$ cat src/rtl/apb_slave_regs_pkg.sv
// -----------------------------------------------------------------------------
// apb_pkg
// Shared types and constants for the APB3 slave register bank.
//   apb_state_e  : transfer FSM states (IDLE, ACCESS)
//   N_*_DEFAULT  : default register-bank geometry (N_REGS registers in total)
//   PHASE_*      : {PSEL, PENABLE} encodings of the APB SETUP and ACCESS phases
//   is_phase()   : compares the live bus phase against one of those encodings
// -----------------------------------------------------------------------------
package apb_pkg;

    typedef enum logic {
        IDLE   = 1'b0,
        ACCESS = 1'b1
    } apb_state_e;

    localparam int N_RW_DEFAULT = 4;
    localparam int N_RO_DEFAULT = 2;
    localparam int N_REGS       = N_RW_DEFAULT + N_RO_DEFAULT;

    // Encodings are {PSEL, PENABLE}
    localparam logic [1:0] PHASE_SETUP  = 2'b10;
    localparam logic [1:0] PHASE_ACCESS = 2'b11;

    function automatic logic is_phase(input logic psel, input logic penable,
                                      input logic [1:0] phase);
        return ({psel, penable} == phase);
    endfunction

endpackage

$ cat src/rtl/apb_slave_regs_if.sv
// -----------------------------------------------------------------------------
// apb_slave_regs_if
// APB3 bus bundle between a master and the apb_slave_regs register bank.
//   PSEL, PENABLE, PWRITE, PADDR, PWDATA : driven by the master
//   PRDATA, PREADY, PSLVERR              : driven by the slave
// -----------------------------------------------------------------------------
interface apb_slave_regs_if #(
    parameter int ADDR_W = 4,
    parameter int DATA_W = 16
);
    logic              PSEL;
    logic              PENABLE;
    logic              PWRITE;
    logic [ADDR_W-1:0] PADDR;
    logic [DATA_W-1:0] PWDATA;
    logic [DATA_W-1:0] PRDATA;
    logic              PREADY;
    logic              PSLVERR;

    modport master (
        output PSEL, PENABLE, PWRITE, PADDR, PWDATA,
        input  PRDATA, PREADY, PSLVERR
    );

    modport slave (
        input  PSEL, PENABLE, PWRITE, PADDR, PWDATA,
        output PRDATA, PREADY, PSLVERR
    );
endinterface

$ cat src/rtl/apb_slave_regs_wait_ctrl.sv
// -----------------------------------------------------------------------------
// apb_wait_ctrl
// Transfer FSM and wait-state counter of the APB slave.
//   clk, rst  : clock and synchronous active-high reset
//   psel      : APB PSEL
//   penable   : APB PENABLE
//   state     : current FSM state (IDLE / ACCESS)
//   load      : SETUP accepted this cycle; parent latches address/data
//   pready    : APB PREADY
//   complete  : transfer finishes at the coming clock edge (same as pready)
// -----------------------------------------------------------------------------
module apb_wait_ctrl
    import apb_pkg::*;
#(
    parameter int WAIT_CYCLES = 0
) (
    input  logic       clk,
    input  logic       rst,
    input  logic       psel,
    input  logic       penable,
    output apb_state_e state,
    output logic       load,
    output logic       pready,
    output logic       complete
);

    apb_state_e state_q, state_d;
    logic [3:0] cnt_q, cnt_d;

    // State and wait counter registers
    always_ff @(posedge clk) begin
        if (rst) begin
            state_q <= IDLE;
            cnt_q   <= '0;
        end else begin
            state_q <= state_d;
            cnt_q   <= cnt_d;
        end
    end

    // Next state: dropping PSEL in ACCESS abandons the transfer silently.
    // A malformed ACCESS cycle (PSEL=1, PENABLE=0) just holds the counter.
    always_comb begin
        state_d = state_q;
        cnt_d   = cnt_q;
        load    = 1'b0;
        pready  = 1'b0;
        case (state_q)
            IDLE: begin
                if (is_phase(psel, penable, PHASE_SETUP)) begin
                    state_d = ACCESS;
                    cnt_d   = 4'(WAIT_CYCLES);
                    load    = 1'b1;
                end
            end
            ACCESS: begin
                if (!psel) begin
                    state_d = IDLE;
                end else if (is_phase(psel, penable, PHASE_ACCESS)) begin
                    if (cnt_q != 4'd0) begin
                        cnt_d = cnt_q - 4'd1;
                    end else begin
                        pready  = 1'b1;
                        state_d = IDLE;
                    end
                end
            end
            default: state_d = IDLE;
        endcase
    end

    assign state    = state_q;
    assign complete = pready;

endmodule

$ cat src/rtl/apb_slave_regs.sv
// -----------------------------------------------------------------------------
// apb_slave_regs
// Parametrised APB3 slave register bank between the APB bus and the SPI core.
//   PCLK, PRESET : clock and synchronous active-high reset
//   apb          : APB slave bus (PSEL..PSLVERR)
//   data_out     : control registers, reg i at [i*DATA_W +: DATA_W]
//   data_in      : status inputs, status j at [j*DATA_W +: DATA_W]
//   wr_pulse     : one-cycle strobe per control register after a write
// Indices 0..N_RW-1 are RW control, N_RW..N_RW+N_RO-1 are RO status, any
// other index answers with PSLVERR.
// -----------------------------------------------------------------------------
module apb_slave_regs
    import apb_pkg::*;
#(
    parameter int              DATA_W      = 16,
    parameter int              ADDR_W      = 4,
    parameter int              N_RW        = N_RW_DEFAULT,
    parameter int              N_RO        = N_REGS - N_RW_DEFAULT,
    parameter int              WAIT_CYCLES = 0,
    parameter logic [DATA_W-1:0] RESET_VAL = '0
) (
    input  logic                   PCLK,
    input  logic                   PRESET,
    apb_slave_regs_if.slave        apb,
    output logic [N_RW*DATA_W-1:0] data_out,
    input  logic [N_RO*DATA_W-1:0] data_in,
    output logic [N_RW-1:0]        wr_pulse
);

    // One extra bit so N_RW+N_RO == 2**ADDR_W still compares correctly
    localparam logic [ADDR_W:0] RW_END  = (ADDR_W+1)'(N_RW);
    localparam logic [ADDR_W:0] REG_END = (ADDR_W+1)'(N_RW + N_RO);

    apb_state_e state;
    logic       load;
    logic       pready;
    logic       complete;

    logic [ADDR_W-1:0]            addr_q, addr_d;
    logic                         write_q, write_d;
    logic [DATA_W-1:0]            wdata_q, wdata_d;
    logic [N_RW-1:0][DATA_W-1:0]  ctrl_q, ctrl_d;
    logic [N_RO-1:0][DATA_W-1:0]  shadow_q, shadow_d;
    logic [N_RW-1:0]              wr_pulse_q, wr_pulse_d;

    logic [ADDR_W:0]   idx_ext;
    logic              is_rw;
    logic              is_ro;
    logic              err;
    logic [DATA_W-1:0] rd_val;

    apb_wait_ctrl #(
        .WAIT_CYCLES (WAIT_CYCLES)
    ) u_wait_ctrl (
        .clk      (PCLK),
        .rst      (PRESET),
        .psel     (apb.PSEL),
        .penable  (apb.PENABLE),
        .state    (state),
        .load     (load),
        .pready   (pready),
        .complete (complete)
    );

    // All sequential state of the bank
    always_ff @(posedge PCLK) begin
        if (PRESET) begin
            addr_q     <= '0;
            write_q    <= 1'b0;
            wdata_q    <= '0;
            ctrl_q     <= {N_RW{RESET_VAL}};
            shadow_q   <= '0;
            wr_pulse_q <= '0;
        end else begin
            addr_q     <= addr_d;
            write_q    <= write_d;
            wdata_q    <= wdata_d;
            ctrl_q     <= ctrl_d;
            shadow_q   <= shadow_d;
            wr_pulse_q <= wr_pulse_d;
        end
    end

    // Decode and read mux work on the index latched at SETUP, not live PADDR
    always_comb begin
        idx_ext = {1'b0, addr_q};
        is_rw   = (idx_ext < RW_END);
        is_ro   = !is_rw && (idx_ext < REG_END);
        err     = !(is_rw || is_ro) || (write_q && is_ro);
        rd_val  = '0;
        for (int i = 0; i < N_RW; i++) begin
            if (idx_ext == (ADDR_W+1)'(i)) rd_val = ctrl_q[i];
        end
        for (int j = 0; j < N_RO; j++) begin
            if (idx_ext == (ADDR_W+1)'(N_RW + j)) rd_val = shadow_q[j];
        end
    end

    // Holding registers, status shadow and write commit. The shadow keeps
    // following data_in while idle and freezes for the whole ACCESS phase.
    always_comb begin
        addr_d     = load ? apb.PADDR  : addr_q;
        write_d    = load ? apb.PWRITE : write_q;
        wdata_d    = load ? apb.PWDATA : wdata_q;
        shadow_d   = (state == IDLE) ? data_in : shadow_q;
        ctrl_d     = ctrl_q;
        wr_pulse_d = '0;
        if (complete && write_q && !err) begin
            for (int i = 0; i < N_RW; i++) begin
                if (idx_ext == (ADDR_W+1)'(i)) begin
                    ctrl_d[i]     = wdata_q;
                    wr_pulse_d[i] = 1'b1;
                end
            end
        end
    end

    assign apb.PREADY  = pready;
    assign apb.PSLVERR = complete && err;
    assign apb.PRDATA  = (complete && !write_q && !err) ? rd_val : '0;
    assign data_out    = ctrl_q;
    assign wr_pulse    = wr_pulse_q;

endmodule

$ cat src/flat_wrapper.sv
// flat-port wrapper written by rule: the top's interface ports become plain ports
module apb_slave_regs_flat import apb_pkg::*;
#(
    parameter int              DATA_W      = 16,
    parameter int              ADDR_W      = 4,
    parameter int              N_RW        = N_RW_DEFAULT,
    parameter int              N_RO        = N_REGS - N_RW_DEFAULT,
    parameter int              WAIT_CYCLES = 0,
    parameter logic [DATA_W-1:0] RESET_VAL = '0
)
  (PCLK, PRESET, data_out, data_in, wr_pulse, apb_PSEL, apb_PENABLE, apb_PWRITE, apb_PADDR, apb_PWDATA, apb_PRDATA, apb_PREADY, apb_PSLVERR);
  apb_slave_regs_if #(.ADDR_W(ADDR_W), .DATA_W(DATA_W)) apb_i ();
  input  logic PCLK;
  input  logic PRESET;
  output logic [N_RW*DATA_W-1:0] data_out;
  input  logic [N_RO*DATA_W-1:0] data_in;
  output logic [N_RW-1:0] wr_pulse;
  input wire logic [$bits(apb_i.PSEL)-1:0] apb_PSEL;
  input wire logic [$bits(apb_i.PENABLE)-1:0] apb_PENABLE;
  input wire logic [$bits(apb_i.PWRITE)-1:0] apb_PWRITE;
  input wire logic [$bits(apb_i.PADDR)-1:0] apb_PADDR;
  input wire logic [$bits(apb_i.PWDATA)-1:0] apb_PWDATA;
  output wire logic [$bits(apb_i.PRDATA)-1:0] apb_PRDATA;
  output wire logic [$bits(apb_i.PREADY)-1:0] apb_PREADY;
  output wire logic [$bits(apb_i.PSLVERR)-1:0] apb_PSLVERR;
  assign apb_i.PSEL = apb_PSEL;
  assign apb_i.PENABLE = apb_PENABLE;
  assign apb_i.PWRITE = apb_PWRITE;
  assign apb_i.PADDR = apb_PADDR;
  assign apb_i.PWDATA = apb_PWDATA;
  assign apb_PRDATA = apb_i.PRDATA;
  assign apb_PREADY = apb_i.PREADY;
  assign apb_PSLVERR = apb_i.PSLVERR;
  apb_slave_regs #(.DATA_W(DATA_W), .ADDR_W(ADDR_W), .N_RW(N_RW), .N_RO(N_RO), .WAIT_CYCLES(WAIT_CYCLES), .RESET_VAL(RESET_VAL)) u_core (.PCLK(PCLK), .PRESET(PRESET), .apb(apb_i), .data_out(data_out), .data_in(data_in), .wr_pulse(wr_pulse));
endmodule
$ cat config.mk
export PLATFORM = sky130hd
export DESIGN_NAME = apb_slave_regs_flat
export DESIGN_NICKNAME = d
export VERILOG_FILES = /design/src/rtl/apb_slave_regs_pkg.sv /design/src/rtl/apb_slave_regs_if.sv /design/src/rtl/apb_slave_regs_wait_ctrl.sv /design/src/rtl/apb_slave_regs.sv /design/src/flat_wrapper.sv
export SDC_FILE = /design/constraint.sdc
export NUM_CORES = 1
export LEC_CHECK = 0
export BUFFER_PORTS_ARGS = -buffer_cell sky130_fd_sc_hd__clkbuf_2
export CAP_MARGIN = 15
export CORE_ASPECT_RATIO = 0.5
export CORE_UTILIZATION = 53
export CTS_CLUSTER_SIZE = 20
export DETAILED_ROUTE_END_ITERATION = 16
export MAX_ROUTING_LAYER = met4
export PLACE_DENSITY = 0.8
export SYNTH_ARGS = -nofsm -noshare
export SYNTH_HDL_FRONTEND = slang
export SYNTH_SLANG_ARGS = --single-unit
$ cat constraint.sdc
create_clock -name PCLK -period 2.8 [get_ports PCLK]
set_input_delay 0.28 -clock PCLK [delete_from_list [all_inputs] [get_ports PCLK]]
set_output_delay 0.28 -clock PCLK [all_outputs]
set_load 0.01 [all_outputs]
==> key figures <==
Clock tree
  – CTS tree: done
  – CTS root buf: clkbuf_16
  – CTS max path bufs: 2
  – Number of CTS-inserted buffers: 17
  – Setup Fix Bufs, Post-CTS: 0
  – # clock sinks: approximately 130
  – CTS clock-pin slew for the worst setup and hold paths: 0.06 ns
  – Post_cts resized: 0
  – H-tree levels: 4
  – Clk Latency, worst-skew pair: 0.42 ns
  – Hold_buf cts: 0

Run
  – Max Cap Viol: 0

Critical path
  – CP startpoint kind: flip-flop
  – Max FO, Critical Path: 14
  – R2R depth: 5
  – Crit path DAT: 2.27 ns
  – CP Data Required Time: between 2 and 3 ns
  – Worst r2r src: u_core.u_wait_ctrl.cnt_q[0]$_SDFFE_PP0P_
  – CP Capture Type: output pin
  – Reg2Reg Setup Slack: 0.70 ns
  – R2r endpoint: u_core.data_out[20]$_SDFFE_PP0P_
  – CP Class: flip-flop to output pin

STA
  – Fmax: between 300 and 400 MHz
  – Max Clock Skew: 0.00723 ns
  – Final setup TNS: 0 ns
  – Final setup violation count: 0
  – Crit path time final: 2.55 ns
  – Measured slew at the worst slew-check pin: 0.729 ns
  – Final Max Tran Viols: 0
  – Worst rel slew slack: around half
  – Final worst slack: ~0.25 ns
  – Period utilization: 90.9%
  – Final hold vios: 0
  – RSZ-0062 raised after global routing: false

Final layout
  – Finished Core Util: 68.6%
  – Multi-input gate area: roughly 2900 µm²
  – Fill cells: between 800 and 900
  – Layout cells sized above 1: 29.0%
  – Diodes inserted: 0
  – Register Area: between 2000 and 3000 µm²
  – Area Growth Syn to Fin: 25.4%
  – Final nets: about 790

Floorplanning
  – # IOs: 143
  – Die Height: 74.7 µm
  – Row cnt: 26
  – DIE WIDTH: 147 µm
  – Initial core utilization: a little over half
  – Die Footprint: 11000 µm²
  – Core region area: 10200 µm²

Worst hold path
  – Worst Hold Class: input port to flip-flop
  – Hold EP: u_core.wdata_q[10]$_SDFFE_PP0P_
  – Hold depth: 3
  – Min-Delay Startpoint: apb_PWDATA[10]

Global route
  – Initial antenna violation count: 0
  – Total track usage: a little over 30%
  – Vias in the first global route: 4609
  – Largest net degree at the start of global routing: 44
  – First-pass GRT wire length: between 20000 and 25000 µm
  – Global route overflow: 0

Logic synthesis
  – Yosys top cell by area: dfxtp_1
  – Yosys cell types: between 40 and 50
  – Async SR Flop Fraction: 0%
  – Yosys top cell area share: 45.0%
  – Synthesized flop and latch total: between 100 and 150
  – Syn Inst Count: 604
  – Mapped Area: 5610 µm²
  – Avg Inst Size Synth: ~9.3 µm²
  – Register area share after synthesis: 45.0%
  – EDFF count, synth: 0
  – Primary FF master, synth: dfxtp_1
  – Synth area leaders: dfxtp_1, mux2i_1, nand2_1, a21oi_1, clkbuf_1
  – Synthesized net count: 662
  – Total of warnings raised by yosys: 0

Detailed routing
  – DRT Pass-1 Iters: 10
  – Routed wire length: roughly 16000 µm
  – Drt via density: 5.74
  – DR WL/cell: 18.5 µm
  – Final antenna-violating net count: 0
  – Starting DRT DRC Count: approximately 400
  – Post-route DRC: 0
  – Via count: between 5000 and 6000

Pwr
  – Peak supply drop: 0.000414 V
  – Static leakage: 3.11 nW
  – Power Density: 627 nW/µm²

Status
  – Run status: finished clean

Place
  – Dpl ws: 0.721 ns
  – Routability Congestion: approximately 0.86
  – Post-DP HPWL: ~12000 µm
  – Port bufs: about 140
==> cell families (layout without fill, tap and decap cells) <==
logic type | Yosys count | in the layout | share of synthesized area (%)
buffers and inverters | 56 | 198 | 4.37
XOR/XNOR | 1 | 1 | 0.156
AO/OA/AOI/OAI | 92 | 92 | 12.0
AND/OR/NAND/NOR | 215 | 215 | 18.1
adder cells (fa/ha/maj) | 1 | 1 | 0.223
multiplexers | 113 | 113 | 20.2
flip-flops | 126 | 126 | 45.0
==> where the power goes <==
group / internal, mW / switching, mW / total, mW
registers: 1.84 / 0.0469 / 1.89
logic: 0.117 / 0.171 / 0.287
clock network: 1.40 / 0.840 / 2.24
==> registers in the layout (all words and copies together), names as in the netlist <==
register	count
u_core.write_q	1
u_core.wdata_q	16
u_core.addr_q	4
u_core.u_wait_ctrl.cnt_q	4
u_core.shadow_q	32
u_core.u_wait_ctrl.state	1
u_core.data_out	64
u_core.wr_pulse	4
==> placed cells by master (no fill, tap or decap), drive strengths merged, types with 14 or more instances in the layout <==
master / Yosys / final
clkbuf: 34 / 160
nand2: 128 / 128
dfxtp: 126 / 126
mux2i: 113 / 113
a21oi: 36 / 36
nor2: 33 / 33
buf: 15 / 17
nand3b: 14 / 14
o2bb2ai: 14 / 14
o221a: 14 / 14
==> metal layers <==
| metal | vias to the layer above | track usage [%] | share of wire (%) |
|---|---|---|---|
| li1 | 2390 | - | - |
| met1 | 2436 | 41.7 | 47 |
| met2 | 237 | 43.7 | 43 |
| met3 | 23 | 10.1 | 9.3 |
| met4 | 0 | 10.8 | 1.2 |
| met5 | - | - | 0 |
==> worst max path at each step <==
stage | slack [ns] | start | endpoint
floorplan | 0.65 | u_core.u_wait_ctrl.cnt_q[0]$_SDFFE_PP0P_ | apb_PRDATA[4]
finish | 0.25 | u_core.addr_q[0]$_SDFFE_PP0P_ | apb_PRDATA[15]
global route | 0.12 | u_core.u_wait_ctrl.cnt_q[1]$_SDFFE_PP0P_ | apb_PSLVERR
detailed placement | 0.72 | u_core.u_wait_ctrl.cnt_q[1]$_SDFFE_PP0P_ | apb_PRDATA[11]
CTS | 0.27 | u_core.u_wait_ctrl.cnt_q[0]$_SDFFE_PP0P_ | apb_PRDATA[11]
global placement | 0.75 | u_core.addr_q[0]$_SDFFE_PP0P_ | apb_PRDATA[15]
==> stage by stage <==
stage	cells	instance area [µm²]	hold WS (ns)	power [mW]
2_1_floorplan	604	5610	0.416	2.09
3_3_place_gp	854	6430	0.443	2.20
3_5_place_dp	854	6430	0.451	2.21
4_1_cts	886	7030	0.0765	4.41
5_1_grt	886	7030	0.0872	4.53
6_report	886	7030	0.0808	4.41
==> synth_stat cells, types with 6 or more instances <==
library cell / n
nor3_1: 6
o221a_2: 11
nand2_1: 128
mux2i_1: 113
nor2_1: 33
o21bai_1: 13
a21oi_1: 36
o2bb2ai_1: 14
nand3b_1: 14
inv_1: 6
buf_2: 9
dfxtp_1: 126
clkbuf_1: 34
==> cell type report <==
cell class / count / share of cell area, %
multi-input cells: 422 / 40.6
well taps: 140 / 2.49
clock inverters: 14 / 2.40
inverters: 7 / 0.374
repair buffers: 159 / 12.1
flip-flops and latches: 126 / 35.9
clock buffers: 18 / 6.10
==> critical path, cell delays in order (launching register included) <==
cell	delay, ns
dfxtp_1	0.63
or3_1	0.64
o2bb2ai_1	0.17
o221a_2	0.28
clkbuf_2	0.13
(Power assumes the default switching activity.)
